[src/rtl/issue_select_if.sv]
// Issue-select bus: allocation strobes and ready vector from the dependency
// matrix side, issue handshake with the FU, and free/clear feedback to the matrix.
interface issue_select_if #(
  parameter int NUM_ROWS = 8,
  parameter int NUM_COLS = 8
);
  localparam int ROW_W = $clog2(NUM_ROWS);
  localparam int COL_W = $clog2(NUM_COLS);

  logic                alloc_en;
  logic [ROW_W-1:0]    alloc_row_index;
  logic                alloc_has_dest;
  logic [COL_W-1:0]    alloc_col_index;
  logic [NUM_ROWS-1:0] ready_vector;
  logic                flush;
  logic                issue_valid;
  logic [ROW_W-1:0]    issue_row_index;
  logic                issue_ready;
  logic                free_en;
  logic [ROW_W-1:0]    free_row_index;
  logic                clear_en;
  logic [NUM_COLS-1:0] clear_lines;

  modport master (
    input  alloc_en, alloc_row_index, alloc_has_dest, alloc_col_index,
           ready_vector, flush, issue_ready,
    output issue_valid, issue_row_index, free_en, free_row_index,
           clear_en, clear_lines
  );

  modport slave (
    output alloc_en, alloc_row_index, alloc_has_dest, alloc_col_index,
           ready_vector, flush, issue_ready,
    input  issue_valid, issue_row_index, free_en, free_row_index,
           clear_en, clear_lines
  );
endinterface

[src/rtl/issue_select.sv]
// Oldest-ready selection over the dependency matrix rows, a one-entry issue
// register towards the FU, and free/wake-up feedback when the FU accepts.
module issue_select #(
  parameter int NUM_ROWS = 8,
  parameter int NUM_COLS = 8
) (
  input  logic clk,
  input  logic rst,
  issue_select_if.master bus
);
  localparam int ROW_W = $clog2(NUM_ROWS);
  localparam int COL_W = $clog2(NUM_COLS);

  logic [NUM_ROWS-1:0] valid_q;
  logic [NUM_ROWS-1:0] picked_q;
  logic [NUM_ROWS-1:0] has_dest_q;
  logic [COL_W-1:0]    col_q   [NUM_ROWS];
  logic [NUM_ROWS-1:0] older_q [NUM_ROWS];
  logic                iss_valid_q;
  logic [ROW_W-1:0]    iss_row_q;

  logic [NUM_ROWS-1:0] cand;
  logic [NUM_ROWS-1:0] oldest;
  logic [ROW_W-1:0]    sel_row;
  logic                fire;
  logic                fire_fb;
  logic                load;

  assign cand    = bus.ready_vector & valid_q & ~picked_q;
  assign fire    = iss_valid_q && bus.issue_ready;
  // A flush or reset drops the held entry, so the matrix must not see a release.
  assign fire_fb = fire && !bus.flush && !rst;
  assign load    = (|cand) && (!iss_valid_q || fire);

  // A candidate is oldest when no other candidate was allocated before it.
  always_comb begin
    oldest = '0;
    for (int i = 0; i < NUM_ROWS; i++) begin
      oldest[i] = cand[i];
      for (int j = 0; j < NUM_ROWS; j++) begin
        if (cand[j] && older_q[j][i]) oldest[i] = 1'b0;
      end
    end
  end

  // Valid rows carry a total age order, so at most one bit of oldest is set.
  always_comb begin
    sel_row = '0;
    for (int i = NUM_ROWS - 1; i >= 0; i--) begin
      if (oldest[i]) sel_row = ROW_W'(i);
    end
  end

  assign bus.issue_valid     = iss_valid_q;
  assign bus.issue_row_index = iss_row_q;
  assign bus.free_en         = fire_fb;
  assign bus.free_row_index  = iss_row_q;
  assign bus.clear_en        = fire_fb && has_dest_q[iss_row_q];

  always_comb begin
    bus.clear_lines = '0;
    if (bus.clear_en) bus.clear_lines[col_q[iss_row_q]] = 1'b1;
  end

  // NOTE: sequential state uses non-blocking assignments so every update in
  // this block sees the pre-edge values of valid_q/picked_q.
  always_ff @(posedge clk) begin
    if (rst) begin
      valid_q     <= '0;
      picked_q    <= '0;
      iss_valid_q <= 1'b0;
      iss_row_q   <= '0;
      for (int i = 0; i < NUM_ROWS; i++) older_q[i] <= '0;
    end else if (bus.flush) begin
      valid_q     <= '0;
      picked_q    <= '0;
      iss_valid_q <= 1'b0;
    end else begin
      if (fire) begin
        valid_q[iss_row_q]  <= 1'b0;
        picked_q[iss_row_q] <= 1'b0;
      end
      if (bus.alloc_en) begin
        valid_q[bus.alloc_row_index]  <= 1'b1;
        picked_q[bus.alloc_row_index] <= 1'b0;
        older_q[bus.alloc_row_index]  <= '0;
        // Every live row becomes older than the new one; stale bits of dead rows are cleared.
        for (int j = 0; j < NUM_ROWS; j++) begin
          if (ROW_W'(j) != bus.alloc_row_index)
            older_q[j][bus.alloc_row_index] <= valid_q[j];
        end
      end
      if (load) begin
        iss_valid_q       <= 1'b1;
        iss_row_q         <= sel_row;
        picked_q[sel_row] <= 1'b1;
      end else if (fire) begin
        iss_valid_q <= 1'b0;
      end
    end
  end

  // NOTE: payload storage is only read for valid rows, so it carries no reset.
  always_ff @(posedge clk) begin
    if (bus.alloc_en) begin
      has_dest_q[bus.alloc_row_index] <= bus.alloc_has_dest;
      col_q[bus.alloc_row_index]      <= bus.alloc_col_index;
    end
  end
endmodule
[src/flat_wrapper.sv]
// flat-port wrapper written by rule: the top's interface ports become plain ports
module issue_select_flat 
#(
  parameter int NUM_ROWS = 8,
  parameter int NUM_COLS = 8
)
  (clk, rst, bus_alloc_en, bus_alloc_row_index, bus_alloc_has_dest, bus_alloc_col_index, bus_ready_vector, bus_flush, bus_issue_ready, bus_issue_valid, bus_issue_row_index, bus_free_en, bus_free_row_index, bus_clear_en, bus_clear_lines);
  issue_select_if #(.NUM_ROWS(NUM_ROWS), .NUM_COLS(NUM_COLS)) bus_i ();
  input  logic clk;
  input  logic rst;
  input wire logic [$bits(bus_i.alloc_en)-1:0] bus_alloc_en;
  input wire logic [$bits(bus_i.alloc_row_index)-1:0] bus_alloc_row_index;
  input wire logic [$bits(bus_i.alloc_has_dest)-1:0] bus_alloc_has_dest;
  input wire logic [$bits(bus_i.alloc_col_index)-1:0] bus_alloc_col_index;
  input wire logic [$bits(bus_i.ready_vector)-1:0] bus_ready_vector;
  input wire logic [$bits(bus_i.flush)-1:0] bus_flush;
  input wire logic [$bits(bus_i.issue_ready)-1:0] bus_issue_ready;
  output wire logic [$bits(bus_i.issue_valid)-1:0] bus_issue_valid;
  output wire logic [$bits(bus_i.issue_row_index)-1:0] bus_issue_row_index;
  output wire logic [$bits(bus_i.free_en)-1:0] bus_free_en;
  output wire logic [$bits(bus_i.free_row_index)-1:0] bus_free_row_index;
  output wire logic [$bits(bus_i.clear_en)-1:0] bus_clear_en;
  output wire logic [$bits(bus_i.clear_lines)-1:0] bus_clear_lines;
  assign bus_i.alloc_en = bus_alloc_en;
  assign bus_i.alloc_row_index = bus_alloc_row_index;
  assign bus_i.alloc_has_dest = bus_alloc_has_dest;
  assign bus_i.alloc_col_index = bus_alloc_col_index;
  assign bus_i.ready_vector = bus_ready_vector;
  assign bus_i.flush = bus_flush;
  assign bus_i.issue_ready = bus_issue_ready;
  assign bus_issue_valid = bus_i.issue_valid;
  assign bus_issue_row_index = bus_i.issue_row_index;
  assign bus_free_en = bus_i.free_en;
  assign bus_free_row_index = bus_i.free_row_index;
  assign bus_clear_en = bus_i.clear_en;
  assign bus_clear_lines = bus_i.clear_lines;
  issue_select #(.NUM_ROWS(NUM_ROWS), .NUM_COLS(NUM_COLS)) u_core (.clk(clk), .rst(rst), .bus(bus_i));
endmodule
[config.mk]
export PLATFORM = sky130hd
export DESIGN_NAME = issue_select_flat
export DESIGN_NICKNAME = d
export VERILOG_FILES = /design/src/rtl/issue_select_if.sv /design/src/rtl/issue_select.sv /design/src/flat_wrapper.sv
export SDC_FILE = /design/constraint.sdc
export NUM_CORES = 1
export LEC_CHECK = 0
export ABC_AREA = 1
export CAP_MARGIN = 30
export CORE_MARGIN = 1
export CORE_UTILIZATION = 60
export CTS_CLUSTER_DIAMETER = 60
export DETAILED_ROUTE_END_ITERATION = 6
export PLACE_DENSITY_LB_ADDON = 0.08
export SYNTH_ARGS = -nofsm -noshare
export SYNTH_HDL_FRONTEND = slang
export SYNTH_SLANG_ARGS = --single-unit
[constraint.sdc]
create_clock -name clk -period 6.3 [get_ports clk]
set_input_delay 1.89 -clock clk [delete_from_list [all_inputs] [get_ports clk]]
set_output_delay 1.89 -clock clk [all_outputs]
set_load 0.01 [all_outputs]
==> impl_metrics.csv <==
group,metric,value,unit
final_layout,fillers,674,
routing,final_antenna_net_count,0,
worst_setup_path,critical_path.startpoint,"rst",
yosys,ys_seq_area_share,49.5,%
pwr,sw_frac_of_total,23.3,%
sta,period_share,94.7,%
worst_setup_path,worstSetupStartpointType,"input pin",
yosys,synth.distinct_cells,30,
global_routing,grt_pass1_wl,25400,um
routing,drt_iter0_drc,573,
yosys,synth_area,5460,um2
sta,tightest_slew,0.830,ns
pwr,max-vdd-ir-drop,254,uV
routing,drtPass1Iterations,5,
yosys,synth_top_family_by_area,"simple AND/OR/NAND/NOR gates",
final_layout,final_nets,772,
clock_tree,clk_pin_slew_worst_paths,0.06,ns
routing,drc,0,
yosys,syn_inst,720,
yosys,ys_ff_latch,119,
global_routing,grt_usage,35.1,%
worst_setup_path,arrival,4.07,ns
sta,rsz0062_at_grt,"false",
sta,clock_skew,0.00653,ns
clock_tree,cts_sinks,119,
yosys,async_flop_share,0,%
worst_setup_path,cp_max_fo,7,
yosys,muxShareOfSynthArea,0,%
pwr,clockPowerShare,52.3,%
run_status,status,"completed",
sta,setup_violations,0,
worst_setup_path,r2r_slack,3.85,ns
yosys,synth_top_area_cell,"dfxtp_1",
floorplan,die_y,97.4,um
worst_setup_path,cp.required,4.41,ns
pwr,power.share.combinational,4.5,%
routing,num_vias,5227,
final_layout,layout-drive-gt1-share,8.89,%
pwr,leakage,2.41,nW
placed_design,portBuffers,36,
worst_setup_path,rr_startpoint,"u_core.valid_q[4]$_SDFF_PP0_",
floorplan,start_util,62.3,%
pwr,p_seq_share,43.3,%
sta,holdWs,0.452,ns
global_routing,grt_max_degree,25,
floorplan,ioPinCount,37,
worst_setup_path,critPathKind,"input pin to output pin",
clock_tree,cts_max_path_buffers,2,
yosys,synth_most_common_cell,"nand2_1",
final_layout,seq_area,2700,um2
clock_tree,post_cts_resized,0,
yosys,syn_avg_cell_area,7.58,um2
routing,wl_per_cell,18.0,um
worst_setup_path,crit_path_end,"bus_clear_lines[5]",
pwr,intPower,1.43,mW
min_path,min_path_cells,2,
yosys,synth_fp_nets,740,
min_path,hold_class,"flop to flop",
sta,fmax,168,MHz
yosys,synthSimpleGateAreaFrac,30.8,%
clock_tree,hold_buffers,0,
global_routing,antenna_found_initial,0,
yosys,netlist.area_leader.share,31.9,%
yosys,yosys_most_used_dff,"dfxtp_1",
worst_setup_path,reg2reg_depth,10,
yosys,synth-edff-count,32,
clock_tree,numCtsBuffers,17,
pwr,p_total,1.86,mW
clock_tree,root_buffer,"clkbuf_8",
global_routing,grt_overflow,0,
floorplan,num_rows,34,
yosys,synthAdderAreaFrac,0,%
routing,routed_wl,15700,um
yosys,synthTopCellsByArea,"dfxtp_1, edfxtp_1, nand2_1, nor2_1, a21oi_1",
placed_design,post-place-ws,0.396,ns
sta,setup_slack,0.337,ns
yosys,synth-xor-area-share,0,%
final_layout,fin_util,73.2,%
clock_tree,tritoncts,"yes",
clock_tree,clk_latency,0.53,ns
pwr,switchingPower,0.434,mW
global_routing,grt_pass1_vias,4982,
sta,finalHoldViolations,0,
sta,slew_violations,0,
worst_setup_path,rr_endpoint,"u_core.picked_q[7]$_SDFF_PP0_",
yosys,yosys_warnings,0,
routing,via_per_inst,5.99,
sta,slew_headroom,44.6,%
placed_design,dp_hpwl,10500,um
floorplan,die_w,97.4,um
clock_tree,post_cts_buffers,0,
sta,period_needed,5.96,ns
floorplan,design.die.area,9480,um2
placed_design,gp_congestion,0.973,
final_layout,multi_input_area,2290,um2
final_layout,diodes,0,
yosys,synth_compound_area_share,11.3,%
floorplan,coreArea,8760,um2
worst_setup_path,worst_setup_path_end_kind,"output pin",
pwr,cellPowerDensity,290,nW/um2
sta,fin_setup_tns,0,ns
clock_tree,htreeDepth,4,
final_layout,syn_to_final_growth,17.4,%
run,maxCapViolations,0,
yosys,synth.top_cells.by_count,"nand2_1, nor2_1, dfxtp_1",
## per-layer routing
layer  global-route usage, %  up-vias  routed length, um
met5                       0        -                  0
met4                    18.4        0                778
met3                    8.20       66               1380
met2                    58.4      290               7570
met1                    42.3     2463               6010
li1                        -     2408                  -
## power by group through the flow
stage	Sequential [mW]	Clock (mW)	Combinational, mW
2_1_floorplan	0.815	0	0.0464
3_3_place_gp	0.820	0	0.0782
3_5_place_dp	0.820	0	0.0803
4_1_cts	0.804	0.968	0.0815
5_1_grt	0.805	1.00	0.0908
6_report	0.804	0.971	0.0836
## per-stage QoR
stage / instances / area, um2
2_1_floorplan: 720 / 5460
3_3_place_gp: 841 / 5820
3_5_place_dp: 841 / 5820
4_1_cts: 873 / 6410
5_1_grt: 873 / 6410
6_report: 873 / 6410
## cell usage in the layout (no fill, tap or decap), types with 4 or more instances in the layout
master,Yosys,final
nand2_1,191,191
buf_4,7,4
nand2_2,5,5
nand4_1,33,33
clkdlybuf4s50_1,0,36
dfxtp_1,87,87
o32ai_1,6,6
clkbuf_16,0,16
nor2_2,8,8
o21ai_1,4,4
inv_2,7,7
o21ai_0,32,32
clkinvlp_4,0,4
inv_1,72,72
a21oi_1,66,66
nor3_1,4,4
nor2_1,101,101
nand3_1,24,24
edfxtp_1,32,32
## worst min-delay path by stage
| stage | start | endpoint | slack, ns |
|---|---|---|---|
| floorplan | u_core.older_q[0][0]$_SDFFE_PP0P_ | u_core.older_q[0][0]$_SDFFE_PP0P_ | 0.41 |
| global placement | u_core.older_q[0][0]$_SDFFE_PP0P_ | u_core.older_q[0][0]$_SDFFE_PP0P_ | 0.43 |
| detailed placement | u_core.older_q[4][4]$_SDFFE_PP0P_ | u_core.older_q[4][4]$_SDFFE_PP0P_ | 0.44 |
| CTS | u_core.older_q[4][4]$_SDFFE_PP0P_ | u_core.older_q[4][4]$_SDFFE_PP0P_ | 0.45 |
| global route | u_core.older_q[1][1]$_SDFFE_PP0P_ | u_core.older_q[1][1]$_SDFFE_PP0P_ | 0.47 |
| finish | u_core.older_q[1][1]$_SDFFE_PP0P_ | u_core.older_q[1][1]$_SDFFE_PP0P_ | 0.45 |
## cells by family (layout without fill, tap and decap cells)
kind of cell / Yosys count / after routing
AND/OR/NAND/NOR: 380 / 380
flip-flops: 119 / 119
buffers and inverters: 106 / 151
AO/OA/AOI/OAI: 115 / 115
## layout make-up
type                       count  area share [%]
sequential                   119            42.2
multi-input combinational    495            35.8
clock buffer                  17            6.46
timing repair buffer          40            6.09
inverter                      79            4.63
clock inverter                15            2.79
tap                          108            2.11
## critical path: stages
cell	delay [ns]
clkdlybuf4s50_1	0.51
nor2_1	0.17
inv_1	0.15
nor2_1	0.17
inv_1	0.06
a41oi_1	0.26
nand2_1	0.16
nor2_1	0.15
clkdlybuf4s50_1	0.55
## registers in the layout, indices dropped and copies added, names as in the netlist, named ones only
register	cells
u_core.col_q	24
u_core.has_dest_q	8
u_core.bus.free_row_index	3
u_core.older_q	64
u_core.picked_q	8
u_core.bus.issue_valid	1
u_core.valid_q	8
(Power assumes the default switching activity.)
